$ cat src/rtl/ps2_scancode_decoder_if.sv
// Byte-in / key-event-out bundle between the PS/2 receiver, the decoder and the game logic.
interface ps2_scancode_decoder_if;
   logic [7:0] byte_data;
   logic       byte_valid;
   logic       key_valid;
   logic [7:0] key_code;
   logic       key_extended;
   logic       key_released;
   logic       space_held;
   logic       jump;
   logic       prefix_timeout;

   modport master (
      output byte_data, byte_valid,
      input  key_valid, key_code, key_extended, key_released,
             space_held, jump, prefix_timeout
   );

   modport slave (
      input  byte_data, byte_valid,
      output key_valid, key_code, key_extended, key_released,
             space_held, jump, prefix_timeout
   );
endinterface

$ cat src/rtl/ps2_scancode_decoder.sv
// Set-2 scancode decoder: synchronises the receiver strobe, strips E0/F0 prefixes,
// emits one-cycle key events and derives the space-bar jump pulse / held level.
module ps2_scancode_decoder #(
   parameter int         TIMEOUT_CYCLES = 500000,
   parameter logic [7:0] JUMP_CODE      = 8'h29
) (
   input  logic               clk,
   input  logic               rst,
   ps2_scancode_decoder_if.slave bus
);
   localparam int CW = (TIMEOUT_CYCLES > 1) ? $clog2(TIMEOUT_CYCLES) : 1;

   typedef enum logic [1:0] {IDLE, EXT, BRK, EXT_BRK} state_t;

   state_t        state, state_nxt;
   logic          s1, s2, s3;
   logic          byte_strobe;
   logic          ignored;
   logic          tmo_hit;
   logic [CW-1:0] tmo_cnt;
   logic          emit, emit_ext, emit_rel;

   // Three-flop synchroniser on the receiver strobe; s3 gives the rising-edge detect.
   always_ff @(posedge clk or negedge rst) begin
      if (!rst) begin
         s1 <= 1'b0;
         s2 <= 1'b0;
         s3 <= 1'b0;
      end else begin
         s1 <= bus.byte_valid;
         s2 <= s1;
         s3 <= s2;
      end
   end

   assign byte_strobe = s2 & ~s3;
   assign ignored     = bus.byte_data inside {8'h00, 8'hAA, 8'hEE, 8'hFA,
                                              8'hFC, 8'hFE, 8'hFF, 8'hE1};
   // A byte arriving on the expiry cycle wins over the timeout.
   assign tmo_hit     = (state != IDLE) && !byte_strobe &&
                        (tmo_cnt == CW'(TIMEOUT_CYCLES - 1));

   // State register.
   always_ff @(posedge clk or negedge rst) begin
      if (!rst) state <= IDLE;
      else      state <= state_nxt;
   end

   // Next-state and emit decode.
   always_comb begin
      state_nxt = state;
      emit      = 1'b0;
      emit_ext  = 1'b0;
      emit_rel  = 1'b0;
      if (byte_strobe) begin
         case (state)
            IDLE: begin
               if      (bus.byte_data == 8'hE0) state_nxt = EXT;
               else if (bus.byte_data == 8'hF0) state_nxt = BRK;
               else if (!ignored)               emit      = 1'b1;
            end
            EXT: begin
               if      (bus.byte_data == 8'hF0) state_nxt = EXT_BRK;
               else if (bus.byte_data == 8'hE0) state_nxt = EXT;
               else begin
                  state_nxt = IDLE;
                  emit      = !ignored;
                  emit_ext  = 1'b1;
               end
            end
            BRK: begin
               if      (bus.byte_data == 8'hF0) state_nxt = BRK;
               else if (bus.byte_data == 8'hE0) state_nxt = EXT_BRK;
               else begin
                  state_nxt = IDLE;
                  emit      = !ignored;
                  emit_rel  = 1'b1;
               end
            end
            EXT_BRK: begin
               if (bus.byte_data == 8'hE0 || bus.byte_data == 8'hF0) state_nxt = EXT_BRK;
               else begin
                  state_nxt = IDLE;
                  emit      = !ignored;
                  emit_ext  = 1'b1;
                  emit_rel  = 1'b1;
               end
            end
            default: state_nxt = IDLE;
         endcase
      end else if (tmo_hit) begin
         state_nxt = IDLE;
      end
   end

   // Prefix-wait counter: runs only while a prefix is pending.
   always_ff @(posedge clk or negedge rst) begin
      if (!rst)                             tmo_cnt <= '0;
      else if (byte_strobe || state == IDLE) tmo_cnt <= '0;
      else                                  tmo_cnt <= tmo_cnt + CW'(1);
   end

   // Registered event outputs and jump/held tracking.
   always_ff @(posedge clk or negedge rst) begin
      if (!rst) begin
         bus.key_valid      <= 1'b0;
         bus.key_code       <= 8'h00;
         bus.key_extended   <= 1'b0;
         bus.key_released   <= 1'b0;
         bus.space_held     <= 1'b0;
         bus.jump           <= 1'b0;
         bus.prefix_timeout <= 1'b0;
      end else begin
         bus.key_valid      <= emit;
         bus.jump           <= 1'b0;
         bus.prefix_timeout <= tmo_hit;
         if (emit) begin
            bus.key_code     <= bus.byte_data;
            bus.key_extended <= emit_ext;
            bus.key_released <= emit_rel;
            // Typematic repeats arrive as makes while held; only the first one jumps.
            if (bus.byte_data == JUMP_CODE && !emit_ext) begin
               if (emit_rel) begin
                  bus.space_held <= 1'b0;
               end else if (!bus.space_held) begin
                  bus.jump       <= 1'b1;
                  bus.space_held <= 1'b1;
               end
            end
         end
      end
   end
endmodule

$ cat src/flat_wrapper.sv
// flat-port wrapper written by rule: the top's interface ports become plain ports
module ps2_scancode_decoder_flat 
#(
   parameter int         TIMEOUT_CYCLES = 500000,
   parameter logic [7:0] JUMP_CODE      = 8'h29
)
  (clk, rst, bus_byte_data, bus_byte_valid, bus_key_valid, bus_key_code, bus_key_extended, bus_key_released, bus_space_held, bus_jump, bus_prefix_timeout);
  ps2_scancode_decoder_if bus_i ();
  input  logic clk;
  input  logic rst;
  input wire logic [$bits(bus_i.byte_data)-1:0] bus_byte_data;
  input wire logic [$bits(bus_i.byte_valid)-1:0] bus_byte_valid;
  output wire logic [$bits(bus_i.key_valid)-1:0] bus_key_valid;
  output wire logic [$bits(bus_i.key_code)-1:0] bus_key_code;
  output wire logic [$bits(bus_i.key_extended)-1:0] bus_key_extended;
  output wire logic [$bits(bus_i.key_released)-1:0] bus_key_released;
  output wire logic [$bits(bus_i.space_held)-1:0] bus_space_held;
  output wire logic [$bits(bus_i.jump)-1:0] bus_jump;
  output wire logic [$bits(bus_i.prefix_timeout)-1:0] bus_prefix_timeout;
  assign bus_i.byte_data = bus_byte_data;
  assign bus_i.byte_valid = bus_byte_valid;
  assign bus_key_valid = bus_i.key_valid;
  assign bus_key_code = bus_i.key_code;
  assign bus_key_extended = bus_i.key_extended;
  assign bus_key_released = bus_i.key_released;
  assign bus_space_held = bus_i.space_held;
  assign bus_jump = bus_i.jump;
  assign bus_prefix_timeout = bus_i.prefix_timeout;
  ps2_scancode_decoder #(.TIMEOUT_CYCLES(TIMEOUT_CYCLES), .JUMP_CODE(JUMP_CODE)) u_core (.clk(clk), .rst(rst), .bus(bus_i));
endmodule
$ cat config.mk
export PLATFORM = sky130hd
export DESIGN_NAME = ps2_scancode_decoder_flat
export DESIGN_NICKNAME = d
export VERILOG_FILES = /design/src/rtl/ps2_scancode_decoder_if.sv /design/src/rtl/ps2_scancode_decoder.sv /design/src/flat_wrapper.sv
export SDC_FILE = /design/constraint.sdc
export NUM_CORES = 1
export LEC_CHECK = 0
export CAP_MARGIN = 25
export CORE_ASPECT_RATIO = 1.5
export CORE_MARGIN = 3
export CORE_UTILIZATION = 50
export DETAILED_ROUTE_END_ITERATION = 10
export PLACE_DENSITY = 0.71
export SYNTH_ARGS = -nofsm -noshare
export SYNTH_HDL_FRONTEND = slang
export SYNTH_SLANG_ARGS = --single-unit
export TNS_END_PERCENT = 100
$ cat constraint.sdc
create_clock -name clk -period 2.2 [get_ports clk]
set_input_delay 0.44 -clock clk [delete_from_list [all_inputs] [get_ports clk]]
set_output_delay 0.44 -clock clk [all_outputs]
set_load 0.01 [all_outputs]
# Word-level counts from Yosys, hierarchy flattened
# Cells that the tools add are included.
[op_classes]
n_bitwise = 2
n_addsub = 1
n_eq_ne = 15
n_reduce_logical = 16
mux = 31
[op_table]
columns = ["op", "n"]
rows = [
  ["8-bit == test (second input constant)", 9],
  ["19-bit by 1-bit adder with 19-bit output (second input constant)", 1],
  ["19-bit == test (second input constant)", 1],
  ["19-bit 2-to-1 mux", 1],
  ["1-bit 2-to-1 mux", 18],
  ["2-bit 2-to-1 mux", 8],
  ["8-bit by 6-bit == test with 1-bit output (second input constant)", 1],
  ["8-bit logical NOT", 1],
  ["2-bit case mux with 4 select lines", 1],
  ["8-bit nonzero test", 1],
  ["2-bit == test (second input constant)", 2],
  ["4-bit inequality test (second input constant)", 1],
  ["1-bit case mux with 2 select lines", 2],
  ["2-bit AND reduction", 2],
  ["2-bit nonzero test", 2],
  ["1-bit logical AND", 3],
  ["1-bit logical NOT", 3],
  ["1-bit case mux with 3 select lines", 1],
  ["2-bit by 1-bit == test with 1-bit output (second input constant)", 1],
  ["2-bit logical NOT", 1],
  ["1-bit logical OR", 2],
  ["2-bit OR reduction", 1],
  ["1-bit bitwise AND", 1],
  ["1-bit NOT", 1],
]
[totals]
inputBits = 11
regBits = 38
output_inout_bits = 14
elab_cells = 77

# Depth between registers and ports, before layout
# Gate-level depths: netlist (run 1).
[logic_depth]
depth_word = 9
depth_mapped = 7
depth_no_buf = 6

# Worst setup path after synthesis (run 1)
# Ideal clock, no wire load.
[synth_timing]
path_kind = "input-to-reg"
from = "input bus_byte_data[4]"
to = "register u_core.bus.key_code[4]"
t_required_ns = 2.075
setup_ns = 0.125
n_path_buf = 2
arrival_ns = 1.833
path_stages = 6
setup_slack_ns = 0.242
path_cell_list = "buf_6 or4_1 o211ai_2 a211o_1 buf_6 mux2_4"
[synth_between]
elab_chain_len = 7
word_cells_on_any_way = 21
classes_between = "9 x eq/ne; 8 x mux; 4 x reduce/logical"
[synth_lines]
columns = ["element", "line_no", "rtl"]
rows = [
  ["start, declared", "flat_wrapper.sv:11", "input wire logic [$bits(bus_i.byte_data)-1:0] bus_byte_data;"],
  ["8-bit == test or 8-bit logical NOT (tied branches)", "ps2_scancode_decoder.sv:37", "assign ignored = bus.byte_data inside {8'h00, 8'hAA, 8'hEE, 8'hFA,"],
  ["8-bit nonzero test", "ps2_scancode_decoder.sv:37", ""],
  ["1-bit 2-to-1 mux or 1-bit logical NOT (tied branches)", "n/a", ""],
  ["1-bit 2-to-1 mux (on tied branches)", "ps2_scancode_decoder.sv:59, ps2_scancode_decoder.sv:64, ps2_scancode_decoder.sv:73", ""],
  ["1-bit 2-to-1 mux (on tied branches)", "ps2_scancode_decoder.sv:58, ps2_scancode_decoder.sv:63", ""],
  ["1-bit case mux with 3 select lines", "ps2_scancode_decoder.sv:56", "case (state)"],
  ["1-bit 2-to-1 mux", "ps2_scancode_decoder.sv:55", "if (byte_strobe) begin"],
  ["end signal, assigned", "ps2_scancode_decoder.sv:118", "bus.key_code <= bus.byte_data;"],
  ["end, declared", "ps2_scancode_decoder_if.sv:21", "output key_valid, key_code, key_extended, key_released,"],
]
# Several ways; a longest one is shown, not always the timed one.
# A chain may end at the register's enable or synchronous reset.

# Worst setup path in the final report (run 1)
# Same ends and word-level chain as after synthesis.

==> impl_metrics.toml, run 1 <==
[timing]
timing.final.max_slew_violations = 0
finClkSkew_ps = 8.240
timing.hold.ws_ps = 263.6
setup_tns_final_ps = 0
finalHoldViolCount = 0
finalSetupViolCount = 0
setup_ws_ps = 46.20
final_worst_path_cycle_share_pct = 97.90
timing_worst_slew_pin_value_ps = 846.4
max_freq_ghz = 0.4643
max-slew-margin-rel_pct = 43.58
timing.final.crit_period_ps = 2154
grt_setup_unrepaired = "false"

[clock_network]
postCtsHoldBufs = 0
tritoncts = "yes"
insertion_delay_ps = 280
clkTransAtPathRegs_ps = 70
cts_post_setup_buffers_inserted = 0
htree_num_levels = 2
clk_root_buffer_cell = "sky130_fd_sc_hd__clkbuf_8"
clock_sink_count = 38
cts_made_buffers = 5
cts_max_path_buffers = 2

[floorplan]
row_count = 26
io_pins = 25
die_height_um = 80.69
placeableCoreArea_um2 = 3481
fp.dieW_um = 55.79
dieArea_um2 = 4501
start_util_pct = 53.41

[finish]
synthesis_to_finish_area_growth_pct = 28.40
multi_input_comb_area_um2 = 869.6
layout.nets = 229
antenna_cells_inserted = 0
register_area_um2 = 950.9
fraction_of_final_layout_cells_sized_beyond_drive_strength_1_pct = 21.50
fill_cells = 265
final_cell_count_no_fill = 256

[synthesis]
post-synth-top-area-fraction_pct = 51.14
synth_commonest_cells = "sky130_fd_sc_hd__dfrtp_1 (38), sky130_fd_sc_hd__nor2_1 (26), sky130_fd_sc_hd__xor2_1 (12)"
syn-instance-count = 165
yosys_most_used_dff = "sky130_fd_sc_hd__dfrtp_1"
synth.yosys.warnings = 0
syn_area_um2 = 1859
synth_top_area_cell = "sky130_fd_sc_hd__dfrtp_1"
synth_edf_count = 0
synth-async-reset-ratio_pct = 100.0
synthMostInstantiatedCell = "sky130_fd_sc_hd__dfrtp_1"
yosys_register_bits = 38
yosys-top-cells-area = "sky130_fd_sc_hd__dfrtp_1 (51%), sky130_fd_sc_hd__xor2_1 (5.7%), sky130_fd_sc_hd__nor2_1 (5.2%), sky130_fd_sc_hd__mux2_4 (4.8%), sky130_fd_sc_hd__ha_1 (3.4%)"
yosysSeqAreaShare_pct = 51.14
post_synthesis_net_count = 181
synthDistinctLibCells = 40
syn_area_per_cell_um2 = 11.27

[worst_setup_path]
worst_path_arrival_time_ps = 2320
worst_setup_path_startpoint = "bus_byte_data[4]"
criticalPathCategory = "in -> reg"
worst-endpoint-required_ps = 2370
worst_setup_path_end_kind = "flip-flop"
rr_startpoint = "u_core.state[0]"
highest_fanout_seen_on_the_critical_path = 8
worstSetupStartpointType = "primary input"

[global_route]
wire_length_of_the_first_global_routing_pass_um = 7003
maximum_number_of_pins_on_one_net_before_global_route_repair = 39
grt.total_usage_pct = 19.75
grt_pass1_vias = 1513
grt.overflow.total = 0
grt_antenna_before_repair = 0

[outcome]
result_of_the_run = "complete, no violations"

[placement]
preCtsSetupSlack_ps = -245.7
dp.cells = 248
detailed_place_hpwl_um = 2793
io_buffers = 24
globalplace.congestion = 0.8815

[power_and_ir_drop]
clock_power_share_pct = 33.3
leakagePower_nw = 1.070
proportion_of_total_power_due_to_net_switching_pct = 23.94
p_switching_uw = 347.4
power-per-cell-area_nw_per_um2 = 607.9
p_comb_share_pct = 15.1
pwr-share-seq_pct = 51.6
internal_power_mw = 1.104
irDropWorstVdd_mv = 0.4646
report.power.total_mw = 1.451

[routing]
drt_iter0_markers = 55
wl_um = 3892
drt-wirelength-per-cell_um = 15.20
route.detailed.drc = 0
dr.pass1.iters = 4
antenna_violating_nets_post_route = 0
via_count = 1429
vias_per_cell = 5.582

[flow_run]
drv_cap = 0

[worst_hold_path]
hold_path.class = "in -> async"
-- per-layer routing --
metal,vias up,global-route usage [%],part of all wire (%)
li1,683,-,-
met1,712,23.45,41
met2,29,35.19,55
met3,5,4.019,3.2
met4,0,6.813,0.92
met5,-,0,0
-- power by group through the flow --
stage | registers, mW | logic, mW | clock network, mW
final | 0.749 | 0.220 | 0.483
after global routing | 0.754 | 0.238 | 0.532
after CTS | 0.749 | 0.219 | 0.498
after detailed placement | 0.762 | 0.217 | 0
after global placement | 0.761 | 0.213 | 0
after floorplan | 0.772 | 0.0795 | 0
-- through the flow --
stage                     instance area (um2)  utilization [%]
after global placement                   2275            65.35
after CTS                                2366            67.97
after floorplan                          1859                -
after detailed placement                 2275            65.35
after global routing                     2387            68.58
final                                    2387            68.58
-- state kept, by name, indices dropped and copies added (netlist names) --
| name | count |
|---|---|
| u_core.bus.prefix_timeout | 1 |
| u_core.bus.space_held | 1 |
| u_core.tmo_cnt | 19 |
| u_core.state | 2 |
| u_core.bus.key_released | 1 |
| u_core.s3 | 1 |
| u_core.bus.key_extended | 1 |
| u_core.s1 | 1 |
| u_core.bus.key_valid | 1 |
| u_core.bus.key_code | 8 |
| u_core.bus.jump | 1 |
| u_core.s2 | 1 |
-- critical path, stage by stage --
cell and delay, ps:
sky130_fd_sc_hd__clkdlybuf4s50_1 490, sky130_fd_sc_hd__or4_1 550, sky130_fd_sc_hd__o211ai_2 190, sky130_fd_sc_hd__a211o_1 170
sky130_fd_sc_hd__buf_4 170, sky130_fd_sc_hd__mux2_4 310
-- final timing paths --
kind	end	slack [ps]	cells after the start
setup / recovery	u_core.bus.key_code[4]	50	6
max in group asynchronous	u_core.tmo_cnt[9]	1400	1
hold reg to reg	u_core.s2	350	0
hold / removal	u_core.tmo_cnt[0]	260	1
min in group clk	u_core.s2	350	0
setup reg to reg	u_core.bus.key_code[4]	160	7
-- cell usage in the layout (no fill, tap or decap), drive strengths merged --
cell type	Yosys	layout
a211o	1	1
a211oi	1	1
a22o	3	3
a31o	1	1
a32o	2	2
and3	5	5
and3b	1	1
and4	2	2
buf	2	22
clkbuf	2	7
clkdlybuf4s50	0	20
clkinv	0	1
dfrtp	38	38
dlymetal6s2s	0	3
ha	5	5
inv	6	6
maj3	1	1
mux2	8	8
nand2	7	7
nand3	6	6
nand4	5	5
nand4b	4	4
nor2	26	26
nor2b	1	1
nor3	3	3
nor3b	3	3
nor4	4	4
nor4b	1	1
o211ai	1	1
o21ai	2	2
o22ai	1	1
o2bb2ai	1	1
o31ai	1	1
or2	1	1
or4	2	2
xnor2	6	6
xor2	12	12
-- final cells by class --
cell class / count / area share (%)
Tap cell: 42 / 2.201
Timing Repair Buffer: 45 / 16.77
Clock buffer: 7 / 3.616
Sequential cell: 38 / 39.83
Multi-Input combinational cell: 117 / 36.43
Inverter: 6 / 0.9434
Clock inverter: 1 / 0.2096
-- timing repair --
item                       in CTS  in global routing
resized for setup               0                  5
hold endpoints to repair        0                  0
setup endpoints to repair       0                  8
-- kinds of logic (layout without fill, tap and decap cells) --
group                      count (synthesis)  count (layout)  share of synthesized area (%)
AOI/OAI and AO/OA                         14              14                          6.259
DFF                                       38              38                          51.14
and+or+nand+nor                           71              71                          21.27
adders and majority gates                  6               6                          3.970
xor gates and xnor gates                  18              18                          8.479
buffers and inverters                     10              59                          2.826
muxes                                      8               8                          6.057
Power figures use the tool's default switching activity.
==> inputs of run 2 (changes only) <==
--- a/config.mk
+++ b/config.mk
@@ -11,6 +11,8 @@
 export CORE_UTILIZATION = 50
 export DETAILED_ROUTE_END_ITERATION = 10
 export PLACE_DENSITY = 0.71
+export SKIP_LAST_GASP = 1
+export SLEW_MARGIN = 20
 export SYNTH_ARGS = -nofsm -noshare
 export SYNTH_HDL_FRONTEND = slang
 export SYNTH_SLANG_ARGS = --single-unit
==> results of run 2 <==
The final DEF is identical to that of run 1; final timing and power are the same.
==> inputs of run 3 (changes only) <==
--- a/config.mk
+++ b/config.mk
@@ -11,7 +11,6 @@
 export CORE_UTILIZATION = 50
 export DETAILED_ROUTE_END_ITERATION = 10
 export PLACE_DENSITY = 0.71
-export SKIP_LAST_GASP = 1
 export SLEW_MARGIN = 20
 export SYNTH_ARGS = -nofsm -noshare
 export SYNTH_HDL_FRONTEND = slang
==> results of run 3 <==
The final DEF is identical to that of run 1; final timing and power are the same.
